## src/rtl/painter_pkg.sv

```systemverilog
// Shared screen geometry, colour constants and arbiter state encoding for the
// painting clients and paint_arbiter.
package painter_pkg;

    localparam int SCR_WIDTH  = 160;
    localparam int SCR_HEIGHT = 120;
    localparam int X_BITS     = 8;
    localparam int Y_BITS     = 7;
    localparam int ADDR_BITS  = 15;

    localparam logic [2:0] COLOR_BLACK  = 3'b000;
    localparam logic [2:0] COLOR_BLUE   = 3'b001;
    localparam logic [2:0] COLOR_YELLOW = 3'b110;

    typedef enum logic [1:0] {
        ST_IDLE = 2'd0,
        ST_FILL = 2'd1,
        ST_DONE = 2'd2
    } state_e;

endpackage

```

## src/rtl/rect_fill_engine.sv

```systemverilog
// Raster walker for one latched rectangle: issues one framebuffer write per
// cycle while fill is high and flags the final pixel of the job.
module rect_fill_engine #(
    parameter int SCR_WIDTH = 160,
    parameter int X_BITS    = 8,
    parameter int Y_BITS    = 7,
    parameter int ADDR_BITS = 15
) (
    input  logic                 Clck,
    input  logic                 Reset,
    input  logic                 start,
    input  logic                 fill,
    input  logic [X_BITS-1:0]    start_x,
    input  logic [Y_BITS-1:0]    start_y,
    input  logic [X_BITS-1:0]    x0,
    input  logic [X_BITS-1:0]    x1,
    input  logic [Y_BITS-1:0]    y1,
    output logic [ADDR_BITS-1:0] address,
    output logic                 print_enable,
    output logic                 last_pixel
);

    localparam logic [ADDR_BITS-1:0] SCR_W_A = ADDR_BITS'(SCR_WIDTH);

    logic [X_BITS-1:0]    cx_q, cx_d;
    logic [Y_BITS-1:0]    cy_q, cy_d;
    logic [ADDR_BITS-1:0] address_q, address_d;
    logic                 print_enable_q, print_enable_d;
    logic [X_BITS-1:0]    x_last;
    logic [Y_BITS-1:0]    y_last;
    logic [ADDR_BITS-1:0] pixel_addr;

    // Non-empty jobs are guaranteed by the arbiter, so x1/y1 are at least 1 here.
    assign x_last     = x1 - 1'b1;
    assign y_last     = y1 - 1'b1;
    assign pixel_addr = ADDR_BITS'(cx_q) + ADDR_BITS'(cy_q) * SCR_W_A;
    assign last_pixel = fill && (cx_q == x_last) && (cy_q == y_last);

    always_comb begin
        cx_d           = cx_q;
        cy_d           = cy_q;
        address_d      = address_q;
        print_enable_d = 1'b0;
        if (start) begin
            cx_d = start_x;
            cy_d = start_y;
        end else if (fill) begin
            address_d      = pixel_addr;
            print_enable_d = 1'b1;
            if (cx_q == x_last) begin
                cx_d = x0;
                cy_d = cy_q + 1'b1;
            end else begin
                cx_d = cx_q + 1'b1;
            end
        end
    end

    always_ff @(posedge Clck or negedge Reset) begin
        if (!Reset) begin
            cx_q           <= '0;
            cy_q           <= '0;
            address_q      <= '0;
            print_enable_q <= 1'b0;
        end else begin
            cx_q           <= cx_d;
            cy_q           <= cy_d;
            address_q      <= address_d;
            print_enable_q <= print_enable_d;
        end
    end

    assign address      = address_q;
    assign print_enable = print_enable_q;

endmodule

```

## src/rtl/paint_arbiter.sv

```systemverilog
// Round-robin owner of the rectangle-fill engine and the framebuffer write port.
// Define PAINT_ARBITER_CLIP_EN to clamp every job to the visible screen.
module paint_arbiter #(
    parameter int NUM_REQ    = 4,
    parameter int SCR_WIDTH  = painter_pkg::SCR_WIDTH,
    parameter int SCR_HEIGHT = painter_pkg::SCR_HEIGHT,
    parameter int X_BITS     = painter_pkg::X_BITS,
    parameter int Y_BITS     = painter_pkg::Y_BITS,
    parameter int ADDR_BITS  = painter_pkg::ADDR_BITS
) (
    input  logic                      Clck,
    input  logic                      Reset,
    input  logic [NUM_REQ-1:0]        req,
    input  logic [NUM_REQ*X_BITS-1:0] req_x0,
    input  logic [NUM_REQ*X_BITS-1:0] req_x1,
    input  logic [NUM_REQ*Y_BITS-1:0] req_y0,
    input  logic [NUM_REQ*Y_BITS-1:0] req_y1,
    input  logic [NUM_REQ*3-1:0]      req_color,
    output logic [NUM_REQ-1:0]        done,
    output logic                      busy,
    output logic [ADDR_BITS-1:0]      address,
    output logic [2:0]                color,
    output logic                      print_enable
);
    import painter_pkg::*;

    localparam int IDX_W = (NUM_REQ > 1) ? $clog2(NUM_REQ) : 1;

    logic [X_BITS-1:0] x0_a  [NUM_REQ];
    logic [X_BITS-1:0] x1_a  [NUM_REQ];
    logic [Y_BITS-1:0] y0_a  [NUM_REQ];
    logic [Y_BITS-1:0] y1_a  [NUM_REQ];
    logic [2:0]        col_a [NUM_REQ];

    for (genvar gi = 0; gi < NUM_REQ; gi++) begin : g_unpack
        assign x0_a[gi]  = req_x0[gi*X_BITS +: X_BITS];
        assign x1_a[gi]  = req_x1[gi*X_BITS +: X_BITS];
        assign y0_a[gi]  = req_y0[gi*Y_BITS +: Y_BITS];
        assign y1_a[gi]  = req_y1[gi*Y_BITS +: Y_BITS];
        assign col_a[gi] = req_color[gi*3 +: 3];
    end

    state_e               state_q, state_d;
    logic [IDX_W-1:0]     last_grant_q, last_grant_d;
    logic [IDX_W-1:0]     winner_q, winner_d;
    logic [X_BITS-1:0]    jx0_q, jx0_d;
    logic [X_BITS-1:0]    jx1_q, jx1_d;
    logic [Y_BITS-1:0]    jy1_q, jy1_d;
    logic [2:0]           jcolor_q, jcolor_d;
    logic [2:0]           color_q, color_d;
    logic [NUM_REQ-1:0]   done_q, done_d;

    logic                 grant_found;
    logic [IDX_W-1:0]     grant_idx;
    int                   cand;
    logic [X_BITS-1:0]    sel_x0, sel_x1;
    logic [Y_BITS-1:0]    sel_y0, sel_y1;
    logic                 sel_empty;
    logic                 eng_start;
    logic                 eng_fill;
    logic                 last_pixel;

    // Search starts one past the previous winner so every waiting client is served in turn.
    always_comb begin
        grant_found = 1'b0;
        grant_idx   = '0;
        cand        = 0;
        for (int k = 1; k <= NUM_REQ; k++) begin
            cand = (int'(last_grant_q) + k) % NUM_REQ;
            if (!grant_found && req[IDX_W'(cand)]) begin
                grant_found = 1'b1;
                grant_idx   = IDX_W'(cand);
            end
        end
    end

`ifdef PAINT_ARBITER_CLIP_EN
    localparam logic [X_BITS:0] X_LIM = (X_BITS+1)'(SCR_WIDTH);
    localparam logic [Y_BITS:0] Y_LIM = (Y_BITS+1)'(SCR_HEIGHT);
`endif

    always_comb begin
        sel_x0 = x0_a[grant_idx];
        sel_x1 = x1_a[grant_idx];
        sel_y0 = y0_a[grant_idx];
        sel_y1 = y1_a[grant_idx];
`ifdef PAINT_ARBITER_CLIP_EN
        // An origin at or past the edge becomes empty once the end is clamped.
        if ({1'b0, sel_x1} > X_LIM) sel_x1 = X_LIM[X_BITS-1:0];
        if ({1'b0, sel_y1} > Y_LIM) sel_y1 = Y_LIM[Y_BITS-1:0];
`endif
        sel_empty = (sel_x1 <= sel_x0) || (sel_y1 <= sel_y0);
    end

    always_comb begin
        state_d      = state_q;
        last_grant_d = last_grant_q;
        winner_d     = winner_q;
        jx0_d        = jx0_q;
        jx1_d        = jx1_q;
        jy1_d        = jy1_q;
        jcolor_d     = jcolor_q;
        color_d      = color_q;
        done_d       = '0;
        eng_start    = 1'b0;
        case (state_q)
            ST_IDLE: begin
                if (grant_found) begin
                    eng_start = 1'b1;
                    winner_d  = grant_idx;
                    jx0_d     = sel_x0;
                    jx1_d     = sel_x1;
                    jy1_d     = sel_y1;
                    jcolor_d  = col_a[grant_idx];
                    state_d   = sel_empty ? ST_DONE : ST_FILL;
                end
            end
            ST_FILL: begin
                color_d = jcolor_q;
                if (last_pixel) state_d = ST_DONE;
            end
            ST_DONE: begin
                done_d[winner_q] = 1'b1;
                last_grant_d     = winner_q;
                state_d          = ST_IDLE;
            end
            default: state_d = ST_IDLE;
        endcase
    end

    always_ff @(posedge Clck or negedge Reset) begin
        if (!Reset) begin
            state_q      <= ST_IDLE;
            last_grant_q <= IDX_W'(NUM_REQ - 1);
            winner_q     <= '0;
            jx0_q        <= '0;
            jx1_q        <= '0;
            jy1_q        <= '0;
            jcolor_q     <= COLOR_BLACK;
            color_q      <= COLOR_BLACK;
            done_q       <= '0;
        end else begin
            state_q      <= state_d;
            last_grant_q <= last_grant_d;
            winner_q     <= winner_d;
            jx0_q        <= jx0_d;
            jx1_q        <= jx1_d;
            jy1_q        <= jy1_d;
            jcolor_q     <= jcolor_d;
            color_q      <= color_d;
            done_q       <= done_d;
        end
    end

    assign eng_fill = (state_q == ST_FILL);

    rect_fill_engine #(
        .SCR_WIDTH (SCR_WIDTH),
        .X_BITS    (X_BITS),
        .Y_BITS    (Y_BITS),
        .ADDR_BITS (ADDR_BITS)
    ) u_engine (
        .Clck         (Clck),
        .Reset        (Reset),
        .start        (eng_start),
        .fill         (eng_fill),
        .start_x      (sel_x0),
        .start_y      (sel_y0),
        .x0           (jx0_q),
        .x1           (jx1_q),
        .y1           (jy1_q),
        .address      (address),
        .print_enable (print_enable),
        .last_pixel   (last_pixel)
    );

    assign done  = done_q;
    assign color = color_q;
    assign busy  = (state_q != ST_IDLE);

endmodule
```

## config.mk

```make
export PLATFORM = sky130hd
export DESIGN_NAME = paint_arbiter
export DESIGN_NICKNAME = d
export VERILOG_FILES = /design/src/rtl/painter_pkg.sv /design/src/rtl/rect_fill_engine.sv /design/src/rtl/paint_arbiter.sv
export SDC_FILE = /design/constraint.sdc
export NUM_CORES = 1
export LEC_CHECK = 0
export ABC_AREA = 1
export CAP_MARGIN = 20
export CORE_AREA = 2 2 111 194
export DETAILED_ROUTE_END_ITERATION = 16
export DIE_AREA = 0 0 113 196
export SYNTH_ARGS = -nofsm -noshare
export SYNTH_HDL_FRONTEND = slang
export SYNTH_HIERARCHICAL = 1
export SYNTH_SLANG_ARGS = --single-unit
```

## constraint.sdc

```tcl
create_clock -name Clck -period 2.74 [get_ports Clck]
set_input_delay 0.822 -clock Clck [delete_from_list [all_inputs] [get_ports Clck]]
set_output_delay 0.822 -clock Clck [all_outputs]
set_load 0.01 [all_outputs]
```

==> summary.txt <==
Outcome
  – Status: finished with violations
  – Violated checks: design-rule violations, negative setup slack

Clock tree
  – CTS tree: built
  – Clk pin slew, worst setup/hold paths: 0.06 ns
  – Root Driver: clkbuf_16
  – Clock buffer depth: 2
  – CTS sink count: 70
  – Clk_lat worst skew: 0.35 ns
  – Htree depth: 3
  – TritonCTS buffer count: 9

Setup path
  – Endpoint class of the critical path: flop
  – CP arrival: 3.46 ns
  – Crit-path cells: buf_12, nand2_1, nand2_2, nand2_2, nand2_2, nand2_2, nand2_2, nand2_4, buf_6, buf_12, buf_12, nand4_1, nand3_1, and2_4, ha_4, a21oi_1, o21ai_2, a21o_1, nand4_1, nand2_1, a21oi_2
  – Crit-path max cell delay: 0.59 ns
  – Crit path buf inv count: 4
  – CP max stage cell: dfstp_2
  – Critical R2R Launch: last_grant_q[0]
  – Crit path max-delay family: simple AND/OR/NAND/NOR gates
  – Flop2flop setup slack: -0.45 ns
  – CP Class: reg2reg
  – Worst Path Max Fanout: 9
  – Setup crit start: last_grant_q[0]
  – Cell mode on critical path: nand2_2
  – Required @ worst endpoint: 3.01 ns
  – Startpoint types: flop

STA
  – Final min period: about 3.2 ns
  – Tightest hold margin: 0.3825 ns
  – Fmax: 313.3 MHz
  – Final Cycle Share: 1.165
  – Clk_skew: approximately 0.013 ns
  – Worst-Margin Slew: 0.5958 ns
  – Final setup vio count: 10
  – Final Hold Viols: 0
  – RSZ-0062 raised after global routing: true
  – Max transition margin: 0.6013
  – Setup ws final: -0.4519 ns
  – Slew Viols, Final: 0

Layout
  – Proportion of layout cells with a drive suffix above 1: 0.2654
  – Ant diodes: 0
  – Final Cell Area: between 0.009 and 0.01 mm²
  – Syn-to-layout area delta: 64.74%
  – Nets@finish: between 1k and 1.5k

Power
  – Clock share of power: 0.352
  – Switching Share: 0.2961
  – LEAKAGE: 0.004839 µW
  – Cell-internal power: 2360 µW
  – Total power: 3353 µW
  – Power Density: 335.4 mW/mm²
  – Gate power share: 0.340
  – VDD IR-drop max: ~0.22 mV
  – Seq pwr share: 0.308
  – Psw: 992.9 µW

Synthesis
  – Post-synth EDFFs: 0
  – Post-Syn Area per Cell: 6.735 µm²
  – Yosys warnings: 6
  – Net Count, Synth: roughly 1.1k
  – Synthesized flop and latch total: 70
  – Post-synth top area share: 0.2804
  – Leading area contributor after synthesis: dfrtp_1
  – Cell area after synthesis: 0.006068 mm²
  – Most used DFF post-synth: dfrtp_1
  – Synth top area cells: dfrtp_1, nand2_1, nand3_1
  – Ys async rst share: 1.000
  – Gate Count Post-Synth: 901
  – Netlist cell types: 47
  – Post-synthesis sequential area ratio: 0.2891

Die
  – IO Pins: 162
  – Row Count: 70
  – Area of the die: approximately 0.022 mm²
  – Die X: between 100 and 150 µm
  – Initial Util: 0.2936
  – Core area: 0.02067 mm²
  – Die Height: 196 µm

Detailed routing
  – Pre-antenna DRT Iters: 10
  – Antenna viol nets, final: 0
  – Vias per cell: 4.996
  – Routed wire length per instance: roughly 17 µm
  – Post-route DRC: 7
  – Starting DRC count in detailed routing: 348
  – Final WL: 23,280 µm
  – Routed vias: 7,019

Flow run
  – Max Cap Viol: 0

GRT
  – First-pass GRT wire length: 35,460 µm
  – Total gr overflow: 0
  – GRT Util Overall: 0.2049
  – Initial antenna violation count: 0
  – Vias in the first global route: 7,004
  – Pin count of the biggest net entering global routing: 33

Min path
  – Tightest Hold Check Type: in2async

Placement
  – Placer congestion estimate: 0.8626
  – IO Port Bufs: roughly 160
  – Hpwl dp: about 18,000 µm
  – Placed Area: just under 0.009 mm²
==> synth_stat cells (2+ instances only) <==
cell and count:
buf_6 2, nand3_2 4, buf_4 10, xor2_1 15, nand3_4 2, nand2_1 298
and2_1 14, nor3_1 5, inv_2 12, a22oi_1 8, nand4_1 62, dfrtp_1 68
a22o_1 2, a31oi_1 2, o22ai_1 2, o21ai_0 26, ha_1 32, dfstp_2 2
xnor2_1 14, o21ai_1 13, fa_1 2, nand2_2 10, buf_2 15, nand3_1 119
nor2_8 2, inv_1 68, clkbuf_1 13, a21oi_1 12, nor2_1 48, nor2_2 2
==> power groups by stage <==
stage	clock, µW	sequential (µW)	combinational, µW
finish	1180	1030	1140
detailed placement	0	1050	830
CTS	1200	1030	1020
global placement	0	1050	826
floorplan	0	1050	373
global route	1260	1030	1220
==> cells by family (layout without fill, tap and decap cells) <==
logic type | count (synthesis) | in the layout | synth area share
AO/OA/AOI/OAI | 71 | 71 | 0.06825
XOR/XNOR | 30 | 30 | 0.04577
flip-flops | 70 | 70 | 0.2891
adder cells (fa/ha/maj) | 34 | 34 | 0.07258
AND/OR/NAND/NOR | 573 | 573 | 0.4361
buffers and inverters | 123 | 375 | 0.08825
==> layer usage <==
layer | wire [µm] | vias up | global-route usage
met5 | 0 | - | 0
met1 | 8618 | 3235 | 0.2171
met2 | 12560 | 228 | 0.3974
li1 | - | 3492 | -
met3 | 1003 | 64 | 0.02502
met4 | 1101 | 0 | 0.08717
==> worst paths after layout <==
check                                 endpoint  cells past startpoint
setup / recovery                    state_q[1]                     21
hold / removal                         done[0]                      1
setup reg to reg                    state_q[1]                     21
hold reg to reg            u_engine/address[0]                      2
max in group asynchronous             jx0_q[4]                      2
min in group Clck          u_engine/address[0]                      2
==> layout by cell type (no fill, tap or decap), types with 3 or more instances in the layout <==
| cell type | count |
|---|---|
| nand2_1 | 254 |
| clkdlybuf4s50_1 | 156 |
| nand3_1 | 88 |
| buf_4 | 77 |
| inv_1 | 68 |
| dfrtp_1 | 68 |
| nand4_1 | 62 |
| nand2_2 | 45 |
| nor2_1 | 41 |
| nand3_2 | 29 |
| o21ai_0 | 21 |
| ha_1 | 20 |
| buf_12 | 18 |
| xor2_1 | 15 |
| o21ai_2 | 14 |
| and2_4 | 14 |
| xnor2_1 | 14 |
| buf_6 | 13 |
| inv_2 | 11 |
| ha_4 | 11 |
| clkbuf_16 | 11 |
| nand2_4 | 10 |
| nand3_4 | 8 |
| a21oi_1 | 7 |
| nor2_2 | 6 |
| nor3_1 | 5 |
| a21oi_2 | 5 |
| a22oi_1 | 5 |
| nor2_4 | 4 |
| o21ai_1 | 4 |
| buf_16 | 4 |
| buf_2 | 4 |
| a22oi_2 | 3 |
==> flip-flops by register name (all words and copies together) (netlist names) <==
register               cells
color                      3
done                       4
jcolor_q                   3
jx0_q                      8
jx1_q                      8
jy1_q                      7
last_grant_q               2
state_q                    2
u_engine/address          15
u_engine/cx_q              8
u_engine/cy_q              7
u_engine/print_enable      1
winner_q                   2
==> through the flow <==
step | instances | TNS, ns | utilization | setup slack (ns)
after floorplan | 901 | -0.1462 | - | -0.1050
after global placement | 1352 | -33.39 | 0.4183 | -1.112
after detailed placement | 1352 | -34.12 | 0.4183 | -1.165
after CTS | 1397 | -1.181 | 0.4651 | -0.3185
after global routing | 1405 | -4.551 | 0.4837 | -0.5772
final | 1405 | -2.400 | 0.4837 | -0.4519
==> final cells by class <==
class / count / area [µm²]
fillers: 2026 / 10670
multi-input cells: 708 / 4436
repair buffers: 277 / 2884
flip-flops and latches: 70 / 1754
inverters: 82 / 315.3
well taps: 252 / 315.3
clock buffers: 11 / 232.7
clock inverters: 5 / 60.06
==> worst reg2reg max path: cells and delay by family, from the launching register on <==
kind                       cells  cell delay (ns)
and+or+nand+nor               12             1.16
DFF                            1             0.59
AOI/OAI and AO/OA              4             0.57
buffers and inverters          4             0.55
adders and majority gates      1             0.23
==> what timing repair did <==
| action | 4_1_cts | 5_1_grt |
|---|---|---|
| gates cloned | 5 | 2 |
| setup buffers | 24 | 6 |
| endpoints found under the setup margin | 59 | 35 |
| gates resized for setup | 95 | 70 |
| hold buffers | 0 | 0 |
| pin swaps | 40 | 37 |
Note: power is estimated with default switching activity, not from simulation.
